### config.mk
export PLATFORM = sky130hd
export DESIGN_NAME = read_resp_packetizer
export DESIGN_NICKNAME = d
export VERILOG_FILES = /design/src/rtl/read_resp_packetizer.sv
export SDC_FILE = /design/constraint.sdc
export NUM_CORES = 1
export LEC_CHECK = 0
export CORE_MARGIN = 3
export CORE_UTILIZATION = 30
export DETAILED_ROUTE_END_ITERATION = 16
export PLACE_DENSITY = 0.44
export SYNTH_ARGS = -nofsm -noshare
export SYNTH_HDL_FRONTEND = slang
export SYNTH_SLANG_ARGS = --single-unit
### constraint.sdc
create_clock -name clk -period 7.12 [get_ports clk]
set_input_delay 1.424 -clock clk [delete_from_list [all_inputs] [get_ports clk]]
set_output_delay 1.424 -clock clk [all_outputs]
set_load 0.01 [all_outputs]
### src/rtl/read_resp_packetizer.sv
// Buffers core-read words and emits each as a 2-beat TX packet: {1,7'b0,core,seq} then {0,word}.
// Latency: word in cycle N -> header valid in N+2, data in N+3; one packet per 2 cycles sustained.
// Backpressure: TX valid/ready stalls only the FSM; the input never stalls, overflow is dropped and counted.

module sync_fifo #(
    parameter int DEPTH = 16,
    parameter int W     = 8
) (
    input  logic                     clk,
    input  logic                     rst,
    input  logic                     clr_i,
    input  logic                     push_i,
    input  logic                     pop_i,
    input  logic [W-1:0]             wdata_i,
    output logic [W-1:0]             rdata_o,
    output logic [$clog2(DEPTH):0]   count_o
);
    localparam int AW = $clog2(DEPTH);

    logic [W-1:0] mem_q [DEPTH];
    logic [AW:0]  wr_ptr_q;
    logic [AW:0]  rd_ptr_q;

    always_ff @(posedge clk) begin
        if (rst || clr_i) begin
            wr_ptr_q <= '0;
            rd_ptr_q <= '0;
        end else begin
            if (push_i) wr_ptr_q <= wr_ptr_q + (AW+1)'(1);
            if (pop_i)  rd_ptr_q <= rd_ptr_q + (AW+1)'(1);
        end
    end

    always_ff @(posedge clk) begin
        if (push_i) mem_q[wr_ptr_q[AW-1:0]] <= wdata_i;
    end

    assign rdata_o = mem_q[rd_ptr_q[AW-1:0]];
    assign count_o = wr_ptr_q - rd_ptr_q;
endmodule

module read_resp_packetizer #(
    parameter int DEPTH  = 16,
    parameter int CORE_W = 5,
    parameter int CNT_W  = 16
) (
    input  logic              clk,
    input  logic              rst,
    input  logic [30:0]       in_data,
    input  logic              in_valid,
    input  logic [CORE_W-1:0] in_core,
    input  logic              flush,
    output logic [31:0]       tx_data,
    output logic              tx_valid,
    input  logic              tx_ready,
    output logic              tx_last,
    output logic              fifo_full,
    output logic              fifo_empty,
    output logic [CNT_W-1:0]  drop_cnt,
    output logic              overflow
);
    localparam int AW = $clog2(DEPTH);
    localparam logic [AW:0] DEPTH_C = (AW+1)'(DEPTH);

    typedef enum logic [1:0] {IDLE = 2'd0, HDR = 2'd1, DATA = 2'd2} state_t;

    state_t              state_q, state_d;
    logic [CORE_W-1:0]   hold_core_q, hold_core_d;
    logic [30:0]         hold_word_q, hold_word_d;
    logic [CNT_W-1:0]    seq_q, seq_d;
    logic [CNT_W-1:0]    drop_cnt_q, drop_cnt_d;
    logic                overflow_q, overflow_d;
    logic [31:0]         tx_data_q, tx_data_d;
    logic                tx_valid_q, tx_valid_d;
    logic                tx_last_q, tx_last_d;

    logic [CORE_W+30:0]  fifo_rdata;
    logic [AW:0]         fifo_count;
    logic                full, empty;
    logic                push, pop, drop;
    logic [7:0]          hdr_core;
    logic [15:0]         hdr_seq;

    sync_fifo #(.DEPTH(DEPTH), .W(CORE_W + 31)) u_fifo (
        .clk     (clk),
        .rst     (rst),
        .clr_i   (flush),
        .push_i  (push),
        .pop_i   (pop),
        .wdata_i ({in_core, in_data}),
        .rdata_o (fifo_rdata),
        .count_o (fifo_count)
    );

    assign full  = (fifo_count == DEPTH_C);
    assign empty = (fifo_count == '0);

    always_comb begin
        state_d = state_q;
        pop     = 1'b0;
        seq_d   = seq_q;
        case (state_q)
            IDLE: begin
                if (!empty) begin
                    pop     = 1'b1;
                    state_d = HDR;
                end
            end
            HDR: begin
                if (tx_ready) state_d = DATA;
            end
            DATA: begin
                if (tx_ready) begin
                    seq_d = seq_q + CNT_W'(1);
                    if (!empty) begin
                        pop     = 1'b1;
                        state_d = HDR;
                    end else begin
                        state_d = IDLE;
                    end
                end
            end
            default: state_d = IDLE;
        endcase
        if (flush) begin
            pop     = 1'b0;
            state_d = IDLE;
        end

        // A pop frees a slot in the same cycle, so a full FIFO still accepts.
        push = in_valid && !flush && (!full || pop);
        drop = in_valid && !flush && full && !pop;

        drop_cnt_d = drop_cnt_q;
        if (drop && (drop_cnt_q != {CNT_W{1'b1}})) drop_cnt_d = drop_cnt_q + CNT_W'(1);
        overflow_d = overflow_q | drop;

        hold_core_d = pop ? fifo_rdata[CORE_W+30:31] : hold_core_q;
        hold_word_d = pop ? fifo_rdata[30:0]         : hold_word_q;

        hdr_core   = 8'(hold_core_d);
        hdr_seq    = 16'(seq_d);
        tx_data_d  = 32'h0;
        tx_valid_d = 1'b0;
        tx_last_d  = 1'b0;
        case (state_d)
            HDR: begin
                tx_valid_d = 1'b1;
                tx_data_d  = {1'b1, 7'b0, hdr_core, hdr_seq};
            end
            DATA: begin
                tx_valid_d = 1'b1;
                tx_last_d  = 1'b1;
                tx_data_d  = {1'b0, hold_word_d};
            end
            default: ;
        endcase
    end

    always_ff @(posedge clk) begin
        if (rst) begin
            state_q     <= IDLE;
            hold_core_q <= '0;
            hold_word_q <= '0;
            seq_q       <= '0;
            drop_cnt_q  <= '0;
            overflow_q  <= 1'b0;
            tx_data_q   <= '0;
            tx_valid_q  <= 1'b0;
            tx_last_q   <= 1'b0;
        end else begin
            state_q     <= state_d;
            hold_core_q <= hold_core_d;
            hold_word_q <= hold_word_d;
            seq_q       <= seq_d;
            drop_cnt_q  <= drop_cnt_d;
            overflow_q  <= overflow_d;
            tx_data_q   <= tx_data_d;
            tx_valid_q  <= tx_valid_d;
            tx_last_q   <= tx_last_d;
        end
    end

    assign tx_data    = tx_data_q;
    assign tx_valid   = tx_valid_q;
    assign tx_last    = tx_last_q;
    assign fifo_full  = full;
    assign fifo_empty = empty;
    assign drop_cnt   = drop_cnt_q;
    assign overflow   = overflow_q;
endmodule
==> reports/summary.txt, run 1 <==
Crit Path Class -> flop to output pin
Post-synthesis register bit count -> 695
CP Cell Sequence -> ha_1 > a21oi_1 > a21boi_0 > o211ai_1 > nor2_1 > clkdlybuf4s50_1
H-tree Lvls -> 3
Sequential fraction of the synthesis area -> 73.1%
Post-synth EDFFs -> 576
Drt first pass iters -> 5
Resized Gates After CTS -> 0
Worst Path Required -> 5.70 ns
Fin. max-slew vios -> 0
Synth Flop Type -> edfxtp_1
Status -> complete, no violations
Pwr Density -> 316 nW/um^2
Root Buffer -> clkbuf_16
RR Endpoint -> u_fifo.mem_q[11][1]
Postcts setup bufs -> 0
TritonCTS clock tree -> built
Synth warn -> 0
Total number of vias -> 13897
Arrival time worst endpoint -> 2.94 ns
Clock-pin slew on the worst setup and hold paths -> 0.06 ns
Clk_lat worst skew -> 0.60 ns
Site Rows -> 109
Port Buf Inserts -> 93
Design Area, Final -> 31600 um^2
Fin crit share -> 61.2%
Syn_nets -> 1573
Global Route Usage Sum -> 14.2%
Hold_buf cts -> 0
Starting Density -> 30.4%
Final setup vio count -> 0
Max VDD drop -> 0.205 mV
Layout Nets -> 1693
P&R area growth vs syn -> 17.3%
Die width -> 306 um
Multi-input logic area -> 6810 um^2
Hold Vio Cnt, Final -> 0
Die Y -> 306 um
Max-slew headroom -> 13.8%
Initial DRC Count -> 956
FF/Latch Area -> 19700 um^2
Hold EP -> hold_core_q[0]
CP peak stage delay -> 0.57 ns
Worst hold stages -> 2
Die ar. -> 93400 um^2
Syn Area/Cell -> 17.7 um^2
Fin crit period -> 4.36 ns
Final WL -> 66200 um
Top cell type's share of synthesized area -> 64.2%
R2R Path Start -> u_fifo.wr_ptr_q[3]
Clock Sinks -> 695
R2r setup slk -> 2.84 ns
Top-Level Pins -> 94
Ant. Diodes -> 0
CP Capture Type -> output pin
Gate Count Post-Synth -> 1519
Core box area -> 88600 um^2
Setup Skew -> 0.0150 ns
Distinct cells, synth -> 62
Antenna violations before repair -> 2
Vias/cell -> 4.85
Post-detail-place hpwl -> 39900 um
Number of global-route vias before repair -> 14499
First-pass GRT wire length -> 98800 um
Share of layout cells above drive strength 1 -> 17.5%
Worst Path Max Fanout -> 11
Area of placed instances -> 29200 um^2
Residual DRC -> 0
Largest net degree at the start of global routing -> 84
Leak -> 9.69 nW
Critical-path top delay cell -> dfxtp_1
Cell Area, Synth -> 26900 um^2
Top cells by area, synth -> edfxtp_1 64%, mux4_2 9.7%, dfxtp_1 8.8%
Fillers -> 8312
CTS Buf Count -> 79
Synth area leader -> edfxtp_1
Grt ovf -> 0
Slew @ Worst Pin -> 1.29 ns
Async S/R FF share, synth -> 0%
Hold Path Class -> flop to flop
Max cap viols -> 0
Clock Path Buffers -> 3
WL/cell -> 23.1 um
Max Fclk -> 229 MHz
Routed Antenna Nets -> 0
Setup repair after global routing missed its margin -> no
Hold Path Origin -> hold_core_q[0]
Nature of the critical path startpoint -> flop
GPL Wtd Cong -> 0.734
Worst R2R Path Depth -> 7
Setup TNS -> 0 ns
==> per-layer routing <==
metal	part of all wire (%)	wire length (um)	GRT usage [%]
met2	47	31300	22.9
met3	3.7	2430	2.04
met4	2.1	1380	4.22
met5	0.020	13	0
met1	47	31000	20.0
==> kinds of logic after synthesis <==
family / Yosys count / synth area share, %
AOI/OAI and AO/OA: 171 / 4.68
xor gates and xnor gates: 18 / 0.585
and+or+nand+nor: 303 / 5.37
buffers and inverters: 100 / 2.16
muxes: 219 / 13.5
adders and majority gates: 13 / 0.604
DFF: 695 / 73.1
==> power breakdown <==
part | internal (mW) | total, mW | switching (mW)
clock | 2.22 | 3.76 | 1.55
combinational | 0.692 | 1.61 | 0.919
sequential | 4.52 | 4.60 | 0.0804
==> synth_stat cells, types with 6 or more instances <==
library cell,instances
and3_1,11
a221oi_2,7
edfxtp_1,576
buf_1,6
or3_1,10
inv_1,13
nand4_1,9
mux4_2,116
a221oi_1,35
xnor2_1,11
dfxtp_1,119
mux2i_1,99
nor2b_1,10
xor2_1,7
nand2b_1,6
nand2_1,60
ha_1,13
nor2_1,109
buf_6,14
a22oi_1,30
clkbuf_1,38
nand3_1,37
o211ai_1,16
buf_2,20
a21oi_1,29
o21ai_0,28
nor3_1,24
and2_1,7
==> registers in the layout, summed over array words and instances (netlist names), 2 cells and up, named ones only <==
signal and count:
u_fifo.mem_q 576, state_q 2, u_fifo.rd_ptr_q 5, hold_word_q 31
hold_core_q 5, drop_cnt 16, seq_q 16, tx_data 32
u_fifo.wr_ptr_q 5
==> worst max-delay path by stage <==
| stage | endpoint | slack [ns] | cells after the start | startpoint |
|---|---|---|---|---|
| after CTS | u_fifo.mem_q[11][1] | 2.68 | 9 | u_fifo.wr_ptr_q[0] |
| final | fifo_full | 2.76 | 6 | u_fifo.wr_ptr_q[2] |
| after global placement | u_fifo.mem_q[11][31] | 2.26 | 7 | tx_ready |
| after detailed placement | u_fifo.mem_q[11][31] | 2.17 | 7 | tx_ready |
| after global routing | u_fifo.mem_q[11][3] | 2.45 | 7 | u_fifo.wr_ptr_q[2] |
| after floorplan | u_fifo.mem_q[0][0] | 1.86 | 7 | tx_ready |
==> stage by stage <==
step	utilization (%)	total power, mW	cells	worst slack, ns	hold WS (ns)
global route	35.6	10.5	2864	2.45	0.472
finish	35.6	9.97	2864	2.76	0.456
floorplan	-	5.91	1519	1.86	0.436
detailed placement	32.9	6.33	2723	2.17	0.450
CTS	35.6	10.1	2864	2.68	0.458
global placement	32.9	6.32	2723	2.26	0.442
==> final cells by class <==
| type | instances | share of cell area, % |
|---|---|---|
| Clock buffer | 106 | 6.77 |
| Clock inverter | 35 | 0.843 |
| Tap cell | 1165 | 4.61 |
| Sequential cell | 695 | 62.3 |
| Timing Repair Buffer | 125 | 3.74 |
| Multi-Input combinational cell | 724 | 21.6 |
| Inverter | 14 | 0.166 |
==> placed cells by master (no fill, tap or decap), types with 4 or more instances in the layout <==
master and count:
nor3_2 7, buf_4 32, o21ai_0 28, edfxtp_1 576
and2_1 7, nor3_1 20, nor2b_1 9, a21oi_1 29
and3_1 11, clkdlybuf4s50_1 92, a221oi_2 7, nand2b_1 6
clkbuf_8 4, mux2i_1 99, xor2_1 7, ha_1 13
or4_1 4, nor2_4 12, a221oi_1 35, xnor2_1 11
clkbuf_1 22, clkinv_1 11, dfxtp_1 116, mux4_2 116
or3_1 10, nand3_1 37, o211ai_1 16, inv_1 13
nor2_1 97, nand2_1 60, nand4_1 9, a22oi_1 30
clkbuf_16 80, clkinv_2 13
==> worst max-delay path, delay by kind of cell, from the launching register on <==
kind / cells / cell delay, ns
buf+inv: 1 / 0.51
simple gates: 1 / 0.10
flops: 1 / 0.57
compound gates: 3 / 0.80
fa+ha+maj: 1 / 0.37
No activity file was read; power rests on OpenSTA's default activity.
==> run 2, diff against run 1 <==
PLACE_DENSITY = 0.46   (was 0.44)
clock period = 3.95 ns   (was 7.12 ns; I/O delays follow)
==> run 2 against run 1 <==
Compared with the run above:
- clock power up 83%
- sequential cell count unchanged
- global-route usage is 0.14 points lower
- die area is the same
- register-to-register slack worse by 2.2 ns
- count of clock-buffer cells in the layout rose by 3
- combinational power increased by 80%
- clock skew grew 0.00059 ns
- critical path type unchanged
- critical endpoint unchanged
- highest routed layer unchanged
==> reports/summary.txt, run 2 (same netlist as run 1, synthesis figures left out) <==
Status -> complete, no violations
Die ar. -> 93400 um^2
Grt ovf -> 0
Largest net degree at the start of global routing -> 65
Number of global-route vias before repair -> 14451
RR Endpoint -> tx_data[18]
Hold EP -> hold_word_q[19]
FF/Latch Area -> 19700 um^2
Worst Path Max Fanout -> 6
Crit Path Class -> flop to output pin
Root Buffer -> clkbuf_16
Site Rows -> 109
Top-Level Pins -> 94
Final critical-path setup slack -> 0.267 ns
Die Y -> 306 um
Clock Path Buffers -> 3
Postcts setup bufs -> 0
Final setup vio count -> 0
Global Route Usage Sum -> 14.1%
Slew @ Worst Pin -> 1.00 ns
Largest register FFs -> 576
CP Capture Type -> output pin
Worst Setup SP -> u_fifo.rd_ptr_q[1]
Initial DRC Count -> 1127
Worst Path Required -> 3.16 ns
First-pass GRT wire length -> 97400 um
Hold Path Origin -> hold_word_q[19]
Fin crit period -> 3.68 ns
Multi-input logic area -> 6840 um^2
Fin. max-slew vios -> 0
Setup repair after global routing missed its margin -> no
TritonCTS clock tree -> built
R2R Path Start -> u_fifo.rd_ptr_q[1]
Port Buf Inserts -> 93
H-tree Lvls -> 3
Clock-pin slew on the worst setup and hold paths -> 0.06 ns
Max cap viols -> 0
Hold Path Class -> flop to flop
Antenna violations before repair -> 4
Drt first pass iters -> 5
WL/cell -> 22.9 um
Hold_buf cts -> 0
Clk_lat worst skew -> 0.60 ns
Die width -> 306 um
Max-slew headroom -> 33.1%
Arrival time worst endpoint -> 2.89 ns
Post-detail-place hpwl -> 35800 um
Share of layout cells above drive strength 1 -> 18.3%
Fin crit share -> 93.3%
Worst hold stages -> 2
P&R area growth vs syn -> 18.7%
Core box area -> 88600 um^2
CP Cell Sequence -> inv_1 > ha_1 > nor2b_1 > o211ai_1 > and3_2 > nor2_1 > nor2_1 > clkdlybuf4s50_1
Final WL -> 65800 um
CP peak stage delay -> 0.59 ns
Setup Skew -> 0.0156 ns
Most common cell after layout, fill and taps aside -> edfxtp_1
Clock Sinks -> 695
Setup TNS -> 0 ns
Total number of vias -> 13925
Starting Density -> 30.4%
Worst R2R Path Depth -> 14
Cell mode on critical path -> nor2_1
Layout Nets -> 1703
R2r setup slk -> 0.69 ns
Critical-path top delay cell -> clkdlybuf4s50_1
Resized Gates After CTS -> 0
Leak -> 9.80 nW
GPL Wtd Cong -> 0.712
Place WS -> 0.529 ns
Most frequent cells in the layout -> 576 x edfxtp_1, 116 x mux4_2, 116 x dfxtp_1, 99 x mux2i_1, 97 x nor2_1
Nature of the critical path startpoint -> flop
Routed Antenna Nets -> 0
Max VDD drop -> 0.302 mV
CTS Buf Count -> 78
Residual DRC -> 0
Max Fclk -> 271 MHz
Vias/cell -> 4.84
Hold Vio Cnt, Final -> 0
Pwr Density -> 564 nW/um^2
Fillers -> 8257
[run 2: per-stage QoR]
stage                     instances  power [mW]  hold slack (ns)  instance area [um^2]  util (%)
after floorplan                1519        10.6            0.436                 27000         -
after global placement         2734        11.3            0.442                 29500      33.3
after detailed placement       2734        11.4            0.446                 29500      33.3
after CTS                      2874        18.3            0.454                 32000      36.1
after global routing           2874        18.8            0.470                 32000      36.1
final                          2875        18.0            0.457                 32000      36.1
[run 2: cell type report]
| class | count | share of cell area, % |
|---|---|---|
| well taps | 1165 | 4.56 |
| repair buffers | 136 | 4.69 |
| clock inverters | 31 | 0.595 |
| flip-flops and latches | 695 | 61.6 |
| multi-input cells | 724 | 21.4 |
| diodes | 1 | 0.00782 |
| inverters | 14 | 0.164 |
| clock buffers | 109 | 7.04 |
[run 2: worst max path at each step]
stage,cells after the start,slack (ns),end
floorplan,11,-0.008,u_fifo.mem_q[12][0]
global placement,8,0.56,u_fifo.mem_q[3][3]
detailed placement,8,0.53,u_fifo.mem_q[3][3]
CTS,8,0.09,fifo_full
global route,8,0.06,fifo_full
finish,8,0.27,fifo_full
[run 2: power by group]
part           switching, mW  total, mW  internal [mW]
sequential             0.106       8.25           8.14
combinational           1.61       2.89           1.29
clock                   2.84       6.88           4.04
[run 2: worst max-delay path: cells and delay by family, from the launching register on]
kind / cells / cell delay [ns]
AND/OR/NAND/NOR: 4 / 0.73
buffers and inverters: 2 / 0.65
flip-flops: 1 / 0.37
adder cells (fa/ha/maj): 1 / 0.31
AO/OA/AOI/OAI: 1 / 0.22
[run 2: per-layer routing]
layer	track usage (%)	vias up	wire [um]
li1	-	6335	-
met1	18.9	7237	29800
met2	23.5	262	31800
met3	2.64	85	3080
met4	3.62	6	1080
met5	0	-	45
==> run 3, diff against run 2 <==
CORE_MARGIN = 5   (was 3)
==> run 3 against run 2 <==
Compared with the run above:
- final cell count rose by 0.31%
- clock skew rose by 0.0019 ns
- critical path type unchanged
- global-route usage fell by 0.25 points
- largest power group unchanged
- sequential cell count did not move
- register-to-register slack lost 0.07 ns
==> reports/summary.txt, run 3 (same netlist as run 1, synthesis figures left out) <==
Status -> complete, no violations
Layout Nets -> 1700
Leak -> 9.85 nW
Residual DRC -> 0
Die width -> 310 um
Hold Vio Cnt, Final -> 0
Fin crit share -> 93.3%
Drt first pass iters -> 5
First-pass GRT wire length -> 97900 um
Critical-path top delay cell -> clkdlybuf4s50_1
CP Capture Type -> output pin
Vias/cell -> 4.85
Met3 wire length -> 2600 um
Final WL -> 66600 um
DR top layer -> met5
Routed length on met1 -> 30200 um
Worst Path Max Fanout -> 6
Slew @ Worst Pin -> 0.885 ns
Hold_buf cts -> 0
TritonCTS clock tree -> built
Clock-pin slew on the worst setup and hold paths -> 0.06 ns
WL/cell -> 23.1 um
Max Fclk -> 271 MHz
Fin crit period -> 3.69 ns
Multi-input logic area -> 6840 um^2
Pwr Density -> 571 nW/um^2
R2r setup slk -> 0.62 ns
Final core occ -> 35.8%
Clk_lat worst skew -> 0.60 ns
Setup TNS -> 0 ns
Antenna violations before repair -> 4
FF/Latch Area -> 19700 um^2
Setup repair after global routing missed its margin -> no
Most frequent cells in the layout -> 576 x edfxtp_1, 116 x mux4_2, 116 x dfxtp_1, 99 x mux2i_1, 96 x nor2_1
CP peak stage delay -> 0.58 ns
Hold Path Class -> flop to flop
Fin. max-slew vios -> 0
Fillers -> 8297
Site Rows -> 110
GPL Wtd Cong -> 0.699
Global Route Usage Sum -> 13.8%
Routed Antenna Nets -> 0
P&R area growth vs syn -> 19.1%
Initial DRC Count -> 949
Clock Path Buffers -> 3
Total number of vias -> 13992
Die ar. -> 95900 um^2
Final setup vio count -> 0
Max-slew headroom -> 40.9%
Most common cell after layout, fill and taps aside -> edfxtp_1
Largest register FFs -> 576
Number of global-route vias before repair -> 14622
Max VDD drop -> 0.298 mV
H-tree Lvls -> 3
Worst Path Required -> 3.16 ns
Top-Level Pins -> 94
Die Y -> 310 um
Starting Density -> 30.1%
Max cap viols -> 0
CTS Buf Count -> 76
Arrival time worst endpoint -> 2.90 ns
Root Buffer -> clkbuf_16
Post-detail-place hpwl -> 36200 um
Largest net degree at the start of global routing -> 84
Met2 Wirelength -> 32900 um
Share of layout cells above drive strength 1 -> 18.4%
Clock Sinks -> 695
Nature of the critical path startpoint -> flop
Crit Path Class -> flop to output pin
Core box area -> 89600 um^2
Grt ovf -> 0
Port Buf Inserts -> 93
CP Cell Sequence -> inv_1 > ha_1 > nor2b_1 > o211ai_1 > and3_2 > nor2_1 > nor2_2 > clkdlybuf4s50_1
Setup Skew -> 0.0175 ns
-- run 3: cell count changes in the layout (fill, tap and decap cells not counted), sizes merged --
cell / previous run / this run
clkinvlp: 3 / 1
buf: 44 / 43
inv: 19 / 17
clkbuf: 109 / 107
bufinv: 1 / 7
clkinv: 22 / 21
-- run 3: per-stage QoR --
stage          hold WS (ns)  instance area, um^2  setup WS, ns  total power, mW  instances
5_1_grt               0.481                32100        0.0683             19.1       2883
2_1_floorplan         0.436                27000      -0.00757             10.6       1519
6_report              0.457                32100         0.264             18.3       2884
4_1_cts               0.459                32100        0.0191             18.6       2883
3_5_place_dp          0.451                29500         0.565             11.4       2744
3_3_place_gp          0.442                29500         0.659             11.3       2744
-- run 3: power breakdown --
group / internal (mW) / switching [mW]
Sequential: 8.14 / 0.110
Combinational: 1.29 / 1.62
Clock: 4.34 / 2.81
-- run 3: final timing paths --
| check | from | end | cells past startpoint |
|---|---|---|---|
| worst max-delay path | u_fifo.rd_ptr_q[1] | fifo_full | 8 |
| worst min-delay path | hold_word_q[20] | hold_word_q[20] | 2 |
| worst max register to register | u_fifo.rd_ptr_q[1] | tx_data[2] | 12 |
| worst min register to register | hold_word_q[20] | hold_word_q[20] | 2 |
-- run 3: per-layer routing --
metal / vias to the layer above / GRT usage, %
met2: 272 / 23.3
met1: 7330 / 18.9
met3: 60 / 2.16
li1: 6328 / -
met5: - / 0
met4: 2 / 3.30
-- run 3: worst max-delay path: cells and delay by family (launching register included) --
family / cells / cell delay, ns
AOI/OAI and AO/OA: 1 / 0.22
buffers and inverters: 2 / 0.64
adders and majority gates: 1 / 0.31
DFF: 1 / 0.38
and+or+nand+nor: 4 / 0.74
-- run 3: what timing repair did --
action / CTS / global route
setup endpoints to repair: 0 / 1
gates resized for setup: 0 / 2
buffers inserted: 0 / 0
-- run 3: area by class of cell --
class | instances | area share, %
Clock buffer | 107 | 6.83
Sequential cell | 695 | 61.3
Tap cell | 1176 | 4.58
Antenna cell | 1 | 0.00780
Timing Repair Buffer | 135 | 4.62
Multi-Input combinational cell | 724 | 21.3
Clock inverter | 32 | 1.13
Inverter | 14 | 0.164
